[config.mk]
export PLATFORM = sky130hd
export DESIGN_NAME = multicycle_ctrl_seq_flat
export DESIGN_NICKNAME = d
export VERILOG_FILES = /design/src/rtl/multicycle_ctrl_seq_if.sv /design/src/rtl/multicycle_ctrl_seq.sv /design/src/flat_wrapper.sv
export SDC_FILE = /design/constraint.sdc
export NUM_CORES = 1
export LEC_CHECK = 0
export ABC_AREA = 0
export CORE_ASPECT_RATIO = 0.7
export CORE_UTILIZATION = 41
export DETAILED_ROUTE_END_ITERATION = 8
export HOLD_SLACK_MARGIN = 0.1
export PLACE_DENSITY = 0.72
export SKIP_LAST_GASP = 1
export SYNTH_ARGS = -nofsm -noshare
export SYNTH_HDL_FRONTEND = slang
export SYNTH_SLANG_ARGS = --single-unit
[constraint.sdc]
create_clock -name clk -period 5.4 [get_ports clk]
set_clock_uncertainty 0.15 [all_clocks]
set_input_delay 0.54 -clock clk [delete_from_list [all_inputs] [get_ports clk]]
set_output_delay 0.54 -clock clk [all_outputs]
set_load 0.02 [all_outputs]
[src/rtl/multicycle_ctrl_seq_if.sv]
// Control bus between the multicycle sequencer and the accumulator datapath.
// master: the sequencer (drives strobes and status, samples datapath inputs).
// slave:  the datapath / memory side (drives run enable, opcode, ready, branch flag).
interface multicycle_ctrl_seq_if #(
  parameter int OPW  = 4,
  parameter int CNTW = 16
);
  logic            en;
  logic [OPW-1:0]  opcode;
  logic            mem_rdy;
  logic            br_flag;

  logic            MRd;
  logic            Mwr;
  logic            ld_pc;
  logic            Inc_pc;
  logic            ld_IR;
  logic            Ld_acc;
  logic            ALU_setup;
  logic            halted;
  logic            err_timeout;
  logic [3:0]      state;
  logic [CNTW-1:0] instr_cnt;

  modport master (
    input  en, opcode, mem_rdy, br_flag,
    output MRd, Mwr, ld_pc, Inc_pc, ld_IR, Ld_acc, ALU_setup,
    output halted, err_timeout, state, instr_cnt
  );

  modport slave (
    output en, opcode, mem_rdy, br_flag,
    input  MRd, Mwr, ld_pc, Inc_pc, ld_IR, Ld_acc, ALU_setup,
    input  halted, err_timeout, state, instr_cnt
  );
endinterface

[src/rtl/multicycle_ctrl_seq.sv]
// Opcode-aware multicycle control sequencer for the accumulator datapath.
// Chains fetch / decode / execute / memory / write-back steps per instruction
// class, waits on mem_rdy with an optional timeout, and provides run/halt control.
// All strobes are registered Moore outputs decoded from the next state, so they
// line up exactly with the cycles the FSM spends in each state.
// Optional feature macro: INSTR_CNT_EN (retired-instruction counter on instr_cnt;
// when undefined instr_cnt is tied to zero and no counter is built).
module multicycle_ctrl_seq #(
  parameter int             OPW     = 4,
  parameter logic [OPW-1:0] OP_LD   = 4'h8,
  parameter logic [OPW-1:0] OP_ST   = 4'h9,
  parameter logic [OPW-1:0] OP_BR   = 4'hA,
  parameter logic [OPW-1:0] OP_HALT = 4'hF,
  parameter int             TIMEOUT = 16,
  parameter int             CNTW    = 16
) (
  input logic                  clk,
  input logic                  rst,
  multicycle_ctrl_seq_if.master bus
);

  typedef enum logic [3:0] {
    IDLE   = 4'd0,
    FETCH  = 4'd1,
    LD_IR  = 4'd2,
    INC    = 4'd3,
    DECODE = 4'd4,
    EXEC   = 4'd5,
    MEM_RD = 4'd6,
    MEM_WR = 4'd7,
    WB     = 4'd8,
    BR_LD  = 4'd9,
    HALT   = 4'd15
  } state_t;

  // Wait counter is at least one bit wide so TIMEOUT=0 still elaborates cleanly.
  localparam int WCW = (TIMEOUT > 0) ? $clog2(TIMEOUT + 1) : 1;

  state_t         cur;
  state_t         nxt;
  logic [WCW-1:0] wcnt;
  logic           in_wait;
  logic           tmo_hit;

  assign bus.state = cur;

  // Next-state selection: instruction-class chaining, memory waits and timeout.
  always_comb begin
    nxt     = cur;
    in_wait = (cur == FETCH) || (cur == MEM_RD) || (cur == MEM_WR);
    tmo_hit = (TIMEOUT > 0) && in_wait && !bus.mem_rdy &&
              (wcnt == WCW'(TIMEOUT - 1));
    case (cur)
      IDLE:   if (bus.en) nxt = FETCH;
      FETCH: begin
        if (bus.mem_rdy)  nxt = LD_IR;
        else if (tmo_hit) nxt = HALT;
      end
      LD_IR:  nxt = INC;
      INC:    nxt = DECODE;
      DECODE: begin
        if (bus.opcode == OP_HALT)    nxt = HALT;
        else if (bus.opcode == OP_LD) nxt = MEM_RD;
        else if (bus.opcode == OP_ST) nxt = MEM_WR;
        else if (bus.opcode == OP_BR) nxt = bus.br_flag ? BR_LD : (bus.en ? FETCH : IDLE);
        else                          nxt = EXEC;
      end
      EXEC:   nxt = WB;
      MEM_RD: begin
        if (bus.mem_rdy)  nxt = WB;
        else if (tmo_hit) nxt = HALT;
      end
      WB:     nxt = bus.en ? FETCH : IDLE;
      MEM_WR: begin
        if (bus.mem_rdy)  nxt = bus.en ? FETCH : IDLE;
        else if (tmo_hit) nxt = HALT;
      end
      BR_LD:  nxt = bus.en ? FETCH : IDLE;
      HALT:   nxt = HALT;
      default: nxt = IDLE;
    endcase
  end

  // State register with registered one-hot strobes, sticky timeout and wait counter.
  always_ff @(posedge clk) begin
    if (rst) begin
      cur             <= IDLE;
      bus.MRd         <= 1'b0;
      bus.Mwr         <= 1'b0;
      bus.ld_pc       <= 1'b0;
      bus.Inc_pc      <= 1'b0;
      bus.ld_IR       <= 1'b0;
      bus.Ld_acc      <= 1'b0;
      bus.ALU_setup   <= 1'b0;
      bus.halted      <= 1'b0;
      bus.err_timeout <= 1'b0;
      wcnt            <= '0;
    end else begin
      cur           <= nxt;
      bus.MRd       <= (nxt == FETCH) || (nxt == MEM_RD);
      bus.Mwr       <= (nxt == MEM_WR);
      bus.ld_pc     <= (nxt == BR_LD);
      bus.Inc_pc    <= (nxt == INC);
      bus.ld_IR     <= (nxt == LD_IR);
      bus.Ld_acc    <= (nxt == WB);
      bus.ALU_setup <= (nxt == EXEC);
      bus.halted    <= (nxt == HALT);
      if (tmo_hit) bus.err_timeout <= 1'b1;
      if (nxt != cur)
        wcnt <= '0;
      else if (in_wait && !bus.mem_rdy && (TIMEOUT > 0))
        wcnt <= wcnt + 1'b1;
    end
  end

`ifdef INSTR_CNT_EN
  logic [CNTW-1:0] cnt;
  logic            instr_end;

  // An instruction retires when its last step hands control back to FETCH/IDLE.
  assign instr_end = (cur == WB) || (cur == BR_LD) ||
                     ((cur == MEM_WR) && bus.mem_rdy) ||
                     ((cur == DECODE) && (bus.opcode == OP_BR) && !bus.br_flag);

  // Retired-instruction counter, wraps silently.
  always_ff @(posedge clk) begin
    if (rst)            cnt <= '0;
    else if (instr_end) cnt <= cnt + 1'b1;
  end

  assign bus.instr_cnt = cnt;
`else
  assign bus.instr_cnt = {CNTW{1'b0}};
`endif

endmodule

[src/flat_wrapper.sv]
// flat-port wrapper written by rule: the top's interface ports become plain ports
module multicycle_ctrl_seq_flat 
#(
  parameter int             OPW     = 4,
  parameter logic [OPW-1:0] OP_LD   = 4'h8,
  parameter logic [OPW-1:0] OP_ST   = 4'h9,
  parameter logic [OPW-1:0] OP_BR   = 4'hA,
  parameter logic [OPW-1:0] OP_HALT = 4'hF,
  parameter int             TIMEOUT = 16,
  parameter int             CNTW    = 16
)
  (clk, rst, bus_en, bus_opcode, bus_mem_rdy, bus_br_flag, bus_MRd, bus_Mwr, bus_ld_pc, bus_Inc_pc, bus_ld_IR, bus_Ld_acc, bus_ALU_setup, bus_halted, bus_err_timeout, bus_state, bus_instr_cnt);
  multicycle_ctrl_seq_if #(.OPW(OPW), .CNTW(CNTW)) bus_i ();
  input logic clk;
  input logic rst;
  input wire logic [$bits(bus_i.en)-1:0] bus_en;
  input wire logic [$bits(bus_i.opcode)-1:0] bus_opcode;
  input wire logic [$bits(bus_i.mem_rdy)-1:0] bus_mem_rdy;
  input wire logic [$bits(bus_i.br_flag)-1:0] bus_br_flag;
  output wire logic [$bits(bus_i.MRd)-1:0] bus_MRd;
  output wire logic [$bits(bus_i.Mwr)-1:0] bus_Mwr;
  output wire logic [$bits(bus_i.ld_pc)-1:0] bus_ld_pc;
  output wire logic [$bits(bus_i.Inc_pc)-1:0] bus_Inc_pc;
  output wire logic [$bits(bus_i.ld_IR)-1:0] bus_ld_IR;
  output wire logic [$bits(bus_i.Ld_acc)-1:0] bus_Ld_acc;
  output wire logic [$bits(bus_i.ALU_setup)-1:0] bus_ALU_setup;
  output wire logic [$bits(bus_i.halted)-1:0] bus_halted;
  output wire logic [$bits(bus_i.err_timeout)-1:0] bus_err_timeout;
  output wire logic [$bits(bus_i.state)-1:0] bus_state;
  output wire logic [$bits(bus_i.instr_cnt)-1:0] bus_instr_cnt;
  assign bus_i.en = bus_en;
  assign bus_i.opcode = bus_opcode;
  assign bus_i.mem_rdy = bus_mem_rdy;
  assign bus_i.br_flag = bus_br_flag;
  assign bus_MRd = bus_i.MRd;
  assign bus_Mwr = bus_i.Mwr;
  assign bus_ld_pc = bus_i.ld_pc;
  assign bus_Inc_pc = bus_i.Inc_pc;
  assign bus_ld_IR = bus_i.ld_IR;
  assign bus_Ld_acc = bus_i.Ld_acc;
  assign bus_ALU_setup = bus_i.ALU_setup;
  assign bus_halted = bus_i.halted;
  assign bus_err_timeout = bus_i.err_timeout;
  assign bus_state = bus_i.state;
  assign bus_instr_cnt = bus_i.instr_cnt;
  multicycle_ctrl_seq #(.OPW(OPW), .OP_LD(OP_LD), .OP_ST(OP_ST), .OP_BR(OP_BR), .OP_HALT(OP_HALT), .TIMEOUT(TIMEOUT), .CNTW(CNTW)) u_core (.clk(clk), .rst(rst), .bus(bus_i));
endmodule
* Word-level counts from Yosys, hierarchy flattened
Index checks and enable logic that the tools add are counted.
Word-level totals: output and inout bits 29, register bits 18, logic and storage cells 58, input port bits 9
Operators by class: reduce and logical (&&, ||, !) cells 9, $add $sub $neg 1, equal/unequal tests 25, mux-type cells 12
Operators by type and width (number):
- equality test 4 bit, second input constant | 10
- two-way mux 4 bit | 10
- one-hot mux 4 bit (10 select lines) | 1
- equality test 4 x 3 -> 1 bit, second input constant | 7
- equality test 4 x 2 -> 1 bit, second input constant | 4
- equality test 4 x 1 -> 1 bit, second input constant | 2
- adder 5 x 1 -> 5 bit, second input constant | 1
- equality test 5 x 4 -> 1 bit, second input constant | 1
- logical NOT 4 bit | 1
- inequality test 4 bit | 1
- OR reduction 2 bit | 2
- logical OR 1 bit | 3
- logical AND 1 bit | 2
- logical NOT 1 bit | 1
- two-way mux 1 bit | 1

* Depth between registers and ports, before layout
Gate-level depths: netlist of the first run.
depth after elaboration 10, mapped depth 8, depth with buffers taken out 8

* Worst setup path before layout of the first run
No wires, ideal clock.
kind register to register, from reg u_core.wcnt[0], to reg u_core.wcnt[2], buffers on the path 0, path slack 3110 ps, period minus slack after synthesis 2290 ps, data required time 5147 ps, library setup time 103 ps, stages on the path, launching flop included 9, arrival time 2036 ps, path through dfxtp_1 -> ha_1 -> and3_1 -> ha_1 -> nand2b_2 -> a221oi_1 -> a2111oi_4 -> xnor2_1 -> a2111oi_2
On the way: word-level cells in the longest chain between the ends 7, elaborated cells between the ends (all ways) 10, those cells by class add/sub: 1; eq/ne: 2; mux: 5; reduce/logical: 2
RTL lines:
- from (decl) | line multicycle_ctrl_seq.sv:41 | logic [WCW-1:0] wcnt;
- from (signal assigned) | line multicycle_ctrl_seq.sv:112 | wcnt <= wcnt + 1'b1;
- equality test 5 x 4 -> 1 bit | line multicycle_ctrl_seq.sv:52 | (wcnt == WCW'(TIMEOUT - 1));
- logical AND 1 bit | line multicycle_ctrl_seq.sv:51 | tmo_hit = (TIMEOUT > 0) && in_wait && !bus.mem_rdy &&
- two-way mux 4 bit | line multicycle_ctrl_seq.sv:57, multicycle_ctrl_seq.sv:71, multicycle_ctrl_seq.sv:76
- two-way mux 4 bit (on tied branches) | line multicycle_ctrl_seq.sv:75, multicycle_ctrl_seq.sv:70, multicycle_ctrl_seq.sv:56
- one-hot mux 4 bit (10 select lines) | line multicycle_ctrl_seq.sv:53 | case (cur)
- inequality test 4 bit | line multicycle_ctrl_seq.sv:109 | if (nxt != cur)
- OR reduction 2 bit (no line)
Parallel ways exist; a longest one is shown, timed or not. A chain may end at the register's enable or synchronous reset.

* Final worst setup path of the first run
from in bus_opcode[2], to reg u_core.wcnt[4]
On the way: word-level cells in the longest chain between the ends 8, elaborated cells between the ends (all ways) 11, those cells by class eq/ne: 5; mux: 5; reduce/logical: 1
RTL lines:
- from (decl) | line flat_wrapper.sv:17 | input wire logic [$bits(bus_i.opcode)-1:0] bus_opcode;
- equality test 4 bit | line multicycle_ctrl_seq.sv:65 | else if (bus.opcode == OP_BR) nxt = bus.br_flag ? BR_LD : (bus.en ? FETCH : IDLE);
- two-way mux 4 bit | line multicycle_ctrl_seq.sv:65
- two-way mux 4 bit | line multicycle_ctrl_seq.sv:64 | else if (bus.opcode == OP_ST) nxt = MEM_WR;
- two-way mux 4 bit | line multicycle_ctrl_seq.sv:63 | else if (bus.opcode == OP_LD) nxt = MEM_RD;
- two-way mux 4 bit * | line multicycle_ctrl_seq.sv:62 | if (bus.opcode == OP_HALT) nxt = HALT;
- one-hot mux 4 bit (10 select lines) * | line multicycle_ctrl_seq.sv:53
- inequality test 4 bit * | line multicycle_ctrl_seq.sv:109
- OR reduction 2 bit (no line) *
Every way passes the cells marked *; elsewhere a longest branch is shown, timed or not.

==> results.json, run 1 <==
{
  "rows": 16,
  "max-cap-violations": 0,
  "ys_ff_latch": 18,
  "hold_buffers": 0,
  "synth-edff-count": 0,
  "grt_pass1_wl_um": 4547,
  "path_class": "in2reg",
  "diodes": 0,
  "cts.clk_slew.worst_paths_ns": 0.06,
  "crit_required_ns": 5.36,
  "dominantRegCellSynth": "dfxtp_1",
  "grt-ovfl-total": 0,
  "die_w_um": 66.80,
  "drt_iter0_drc": 28,
  "num_vias": 1051,
  "die_h_um": 47.36,
  "hold_violations": 0,
  "p_sw_mw": 0.09965,
  "r2r-start": "u_core.wcnt[0]$_SDFFE_PP0P_",
  "synthMuxAreaShare_pct": 0.8307,
  "antenna_found_initial": 0,
  "synth-compound-area-share_pct": 23.47,
  "synth_top_family_by_area": "simple AND/OR/NAND/NOR gates",
  "outcome": "complete, no violations",
  "syn-instance-count": 137,
  "dp.cells": 188,
  "pwr-share-comb_pct": 25.2,
  "postCtsSetupBuffers": 0,
  "cts-root-buf": "clkbuf_8",
  "clock.fmax_ghz": 0.3612,
  "drc": 0,
  "hp-start": "u_core.bus.err_timeout$_SDFFE_PP0P_",
  "holdCritPathClass": "reg2reg",
  "yosysSeqAreaShare_pct": 29.91,
  "cp.arrival_ns": 2.73,
  "cts_tree": "built",
  "numPortBuffers": 21,
  "timing.rr.end": "u_core.bus.MRd$_SDFF_PP0_",
  "cp-end-kind": "flip-flop",
  "p_leak_nw": 0.4985,
  "syn_area_mm2": 0.001205,
  "hold_slack_ns": 0.3434,
  "cts_resized": 0,
  "async_flop_share_pct": 0,
  "cp_max_fo": 5,
  "yosys.area_share.simple_pct": 25.75,
  "rrSetupSlack_ns": 2.73,
  "first_global_vias": 1056,
  "yosysUniqueCellTypes": 52,
  "ios": 38,
  "wl_um": 2738,
  "drv_slew": 0,
  "final_antenna_net_count": 0,
  "cts_max_level": 1,
  "worstHoldPathCells": 2,
  "start_util_pct": 42.99,
  "swShare_pct": 29.57,
  "cts_made_buffers": 3,
  "cts.sinks": 18,
  "area_delta_synth_final_pct": 17.24,
  "clk-insertion-delay-late_ns": 0.25,
  "setup_viol_count_final": 0,
  "nets": 168,
  "syn_area_per_cell_um2": 8.795,
  "grt_use_total_pct": 19.35,
  "p_int_mw": 0.2373,
  "grt_max_degree": 18,
  "fin_tns_setup_ns": 0,
  "synth_warnings": 0,
  "tightest_slew_ns": 0.8652,
  "detailed_place_hpwl_um": 2142,
  "maxSlewHeadroom_pct": 40.83,
  "cp-start-kind": "input pin",
  "coreArea_mm2": 0.002803,
  "gp_congestion": 0.8562,
  "irDropWorstVdd_mv": 0.1318,
  "dieArea_mm2": 0.003163,
  "hold_end": "u_core.bus.err_timeout$_SDFFE_PP0P_",
  "period_share_pct": 51.27,
  "viasPerCell": 5.474,
  "final_layout_size_suffix_gt1_share_pct": 12.18,
  "wl_per_cell_um": 14.26,
  "reg2regPathDepth": 8,
  "postLayoutCoreUtil_pct": 50.40,
  "synth_adder_area_share_pct": 2.077,
  "p_seq_share_pct": 43.5,
  "firstDrtPassIters": 4,
  "period_needed_ns": 2.769,
  "pwr_density_cell_mw_per_mm2": 238.5,
  "clock_path_buffers": 2,
  "final_cell_count_no_fill": 192,
  "rsz0062_at_grt": "no",
  "pwr-share-clk_pct": 31.3,
  "synth_xor_area_share_pct": 2.908
}
## area by class of cell
cell class	instances	area (µm²)
tap	36	45.04
sequential	18	360.3
multi-input combinational	108	723.2
inverter	5	18.77
fill	272	1390
clock buffer	4	55.05
timing repair buffer	21	210.2
## Yosys cell counts (3+ instances only)
library cell	count	area share, %
nor2b_1	3	1.6
a31oi_1	3	1.6
nor2_1	13	4.1
nand2_1	7	2.2
inv_1	5	1.6
nor4_1	4	2.1
nand2b_1	3	1.6
buf_4	19	12
dfxtp_1	18	30
a21oi_1	8	3.3
nor3_1	3	1.2
xnor2_1	3	2.2
## cells by family after synthesis
kind of cell / count (synthesis)
xor gates and xnor gates: 4
muxes: 1
and+or+nand+nor: 53
AOI/OAI and AO/OA: 32
DFF: 18
adders and majority gates: 2
other: 1
buffers and inverters: 26
## flip-flops by register name, indices dropped and copies added (netlist names)
| signal | flops |
|---|---|
| u_core.wcnt | 5 |
| u_core.bus.state | 4 |
| u_core.bus.ALU_setup | 1 |
| u_core.bus.Inc_pc | 1 |
| u_core.bus.Ld_acc | 1 |
| u_core.bus.MRd | 1 |
| u_core.bus.Mwr | 1 |
| u_core.bus.err_timeout | 1 |
| u_core.bus.halted | 1 |
| u_core.bus.ld_IR | 1 |
| u_core.bus.ld_pc | 1 |
## power by group through the flow
stage | Sequential, mW | Combinational [mW] | Clock, mW
floorplan | 0.149 | 0.0692 | 0
global placement | 0.149 | 0.0814 | 0
detailed placement | 0.149 | 0.0840 | 0
CTS | 0.146 | 0.0843 | 0.110
global route | 0.148 | 0.0924 | 0.114
finish | 0.147 | 0.0850 | 0.105
## stage by stage
| stage | area [µm²] | total power, mW | worst slack [ns] |
|---|---|---|---|
| final | 1413 | 0.3370 | 2.631 |
| after global routing | 1413 | 0.3539 | 2.472 |
| after CTS | 1413 | 0.3404 | 2.675 |
| after floorplan | 1261 | 0.2183 | 3.110 |
| after detailed placement | 1358 | 0.2334 | 2.406 |
| after global placement | 1358 | 0.2302 | 2.519 |
## per-layer routing
layer,GRT usage (%),part of all wire (%)
met5,0,0
met4,5.106,1.4
met3,4.612,6.2
met2,36.16,50
met1,22.72,42
## placed cells by master (no fill, tap or decap), types with 2 or more instances in the layout
cell type	netlist	routed
or3b_1	2	2
o21ai_0	2	2
clkbuf_8	0	4
and3_1	2	2
xnor2_1	3	3
clkdlybuf4s50_1	0	21
a31oi_1	3	3
nand3b_1	2	2
nor2b_1	3	3
nand2_1	7	7
o2111ai_1	2	2
dfxtp_1	18	18
ha_1	2	2
inv_1	5	5
or2_1	2	2
nor4_1	4	4
nor2_1	13	13
nand2b_1	3	3
a21oi_1	8	8
nor3_1	3	3
conb_1	1	16
or2_2	2	2
## how the worst max path moves through the flow
stage / startpoint / end / slack (ns) / depth (start not counted)
final: bus_opcode[2] / u_core.wcnt[4]$_SDFFE_PP0P_ / 2.63 / 6
after global placement: bus_opcode[0] / u_core.wcnt[4]$_SDFFE_PP0P_ / 2.52 / 6
after global routing: bus_opcode[2] / u_core.wcnt[4]$_SDFFE_PP0P_ / 2.47 / 6
after CTS: bus_opcode[2] / u_core.wcnt[4]$_SDFFE_PP0P_ / 2.68 / 6
after floorplan: u_core.wcnt[0]$_SDFFE_PP0P_ / u_core.wcnt[2]$_SDFFE_PP0P_ / 3.11 / 8
after detailed placement: bus_opcode[0] / u_core.wcnt[4]$_SDFFE_PP0P_ / 2.41 / 6
## worst max-delay path, cell delays in order
cell,delay (ns)
clkdlybuf4s50_1,0.50
or3b_1,0.40
a2111oi_0,0.77
nor3_1,0.12
o21ai_2,0.30
nor4b_1,0.10
(Power assumes the default switching activity.)
==> inputs of run 2 (changes only) <==
- clock period: 5.4 -> 2.8 ns (I/O delays scaled with it)
==> run 2 against run 1 <==
Non-clock buffer count rose by 5. Worst setup slack got worse by 2.4 ns. Global-route usage fell by 1.0 points. Largest power group unchanged.
==> results.json, run 2 (synthesis gave the netlist of run 1 again) <==
{
  "outcome": "complete, no violations",
  "max_stage_delay_ns": 0.62,
  "wl_per_cell_um": 13.52,
  "gp_congestion": 0.8819,
  "holdCritPathClass": "reg2reg",
  "clock_path_buffers": 2,
  "viasPerCell": 5.360,
  "cts_resized": 0,
  "detailed_place_hpwl_um": 2006,
  "pwr_density_cell_mw_per_mm2": 453.1,
  "ios": 38,
  "cts_tree": "built",
  "dieArea_mm2": 0.003163,
  "max-cap-violations": 0,
  "cts_max_level": 1,
  "hold_buffers": 0,
  "antenna_found_initial": 0,
  "final_layout_size_suffix_gt1_share_pct": 14.91,
  "grt-ovfl-total": 0,
  "crit_top_cell": "ha_1",
  "p_leak_nw": 0.5238,
  "wl_um": 2663,
  "die_w_um": 66.80,
  "crit_family": "compound AO/OA/AOI/OAI gates",
  "clock.fmax_ghz": 0.3884,
  "mostFrequentLayoutCell": "clkdlybuf4s50_1",
  "final_cell_count_no_fill": 197,
  "rows": 16,
  "cp-start-kind": "flip-flop",
  "largest_reg_flops": 5,
  "num_vias": 1056,
  "grt_pass1_wl_um": 4202,
  "postCtsSetupBuffers": 0,
  "final_cell_mix": "21 x clkdlybuf4s50_1, 18 x dfxtp_1, 16 x conb_1",
  "diodes": 0,
  "setup_viol_count_final": 0,
  "largest_register": "u_core.wcnt",
  "cts.sinks": 18,
  "period_needed_ns": 2.575,
  "drv_slew": 0,
  "crit_required_ns": 2.80,
  "start_util_pct": 42.99,
  "first_global_vias": 884,
  "drc": 0,
  "area_delta_synth_final_pct": 20.35,
  "hold_violations": 0,
  "coreArea_mm2": 0.002803,
  "cts-root-buf": "clkbuf_8",
  "maxSlewHeadroom_pct": 58.90,
  "cts_made_buffers": 3,
  "grt_max_degree": 18,
  "grt_use_total_pct": 18.32,
  "period_share_pct": 91.96,
  "cp.arrival_ns": 2.58,
  "path_cells": "ha_1 -> and3_1 -> ha_1 -> nand2b_1 -> a21oi_1 -> o41ai_2 -> nand2_2 -> o32ai_1",
  "cp-end-kind": "flip-flop",
  "cts.clk_slew.worst_paths_ns": 0.07,
  "worst-path-buf-inv": 0,
  "drt_iter0_drc": 68,
  "tightest_slew_ns": 0.6099,
  "irDropWorstVdd_mv": 0.4341,
  "final_antenna_net_count": 0,
  "path_class": "reg2reg",
  "numPortBuffers": 21,
  "nets": 173,
  "n_fill_cell": 260,
  "die_h_um": 47.36,
  "fin_tns_setup_ns": 0,
  "slowest_stage": "o41ai_2",
  "dp.cells": 193,
  "clk-insertion-delay-late_ns": 0.25,
  "rsz0062_at_grt": "no",
  "p_total_mw": 0.6570,
  "cp_max_fo": 6,
  "firstDrtPassIters": 4
}
==> run 2: cell types whose count changed in the layout (fill, tap and decap cells not counted) <==
cell and change:
buf_4 +5
==> run 2: path summary, 6_finish.rpt <==
| check | end | cells past startpoint | startpoint | slack [ns] |
|---|---|---|---|---|
| worst max-delay path | u_core.bus.MRd$_SDFF_PP0_ | 8 | u_core.wcnt[0]$_SDFFE_PP0P_ | 0.23 |
| worst min-delay path | u_core.bus.err_timeout$_SDFFE_PP0P_ | 2 | u_core.bus.err_timeout$_SDFFE_PP0P_ | 0.35 |
| worst max register to register | u_core.bus.MRd$_SDFF_PP0_ | 8 | u_core.wcnt[0]$_SDFFE_PP0P_ | 0.23 |
| worst min register to register | u_core.bus.err_timeout$_SDFFE_PP0P_ | 2 | u_core.bus.err_timeout$_SDFFE_PP0P_ | 0.35 |
==> run 2: metal layers <==
layer,GRT usage [%],wire length [µm]
met3,6.311,170
met4,1.277,11
met1,25.79,1262
met2,28.28,1220
met5,0,0
==> run 2: layout make-up <==
| class | instances | area (µm²) | area share, % |
|---|---|---|---|
| Multi-Input combinational cell | 108 | 723.2 | 49.87 |
| Timing Repair Buffer | 26 | 247.7 | 17.08 |
| Inverter | 5 | 18.77 | 1.294 |
| Tap cell | 36 | 45.04 | 3.106 |
| Clock buffer | 4 | 55.05 | 3.796 |
| Sequential cell | 18 | 360.3 | 24.85 |
==> run 2: worst min-delay path, cell delays in order, from the launching register on <==
cell and delay, ns:
dfxtp_1 0.34, a21oi_1 0.05, nor2_1 0.07
==> run 2: stage by stage <==
| stage | area [µm²] | hold slack [ns] | utilization (%) | setup slack (ns) |
|---|---|---|---|---|
| 2_1_floorplan | 1261 | 0.3259 | - | 0.5104 |
| 3_3_place_gp | 1395 | 0.3361 | 49.78 | 0.3012 |
| 3_5_place_dp | 1395 | 0.3319 | 49.78 | 0.2446 |
| 4_1_cts | 1450 | 0.3491 | 51.74 | 0.2301 |
| 5_1_grt | 1450 | 0.3661 | 51.74 | 0.04794 |
| 6_report | 1450 | 0.3462 | 51.74 | 0.2251 |
==> run 2: report_power, final <==
part | total (mW) | leakage [nW] | internal, mW | switching, mW
Clock | 0.207 | 0.0288 | 0.125 | 0.0824
Sequential | 0.282 | 0.146 | 0.265 | 0.0165
Combinational | 0.168 | 0.349 | 0.0702 | 0.0978
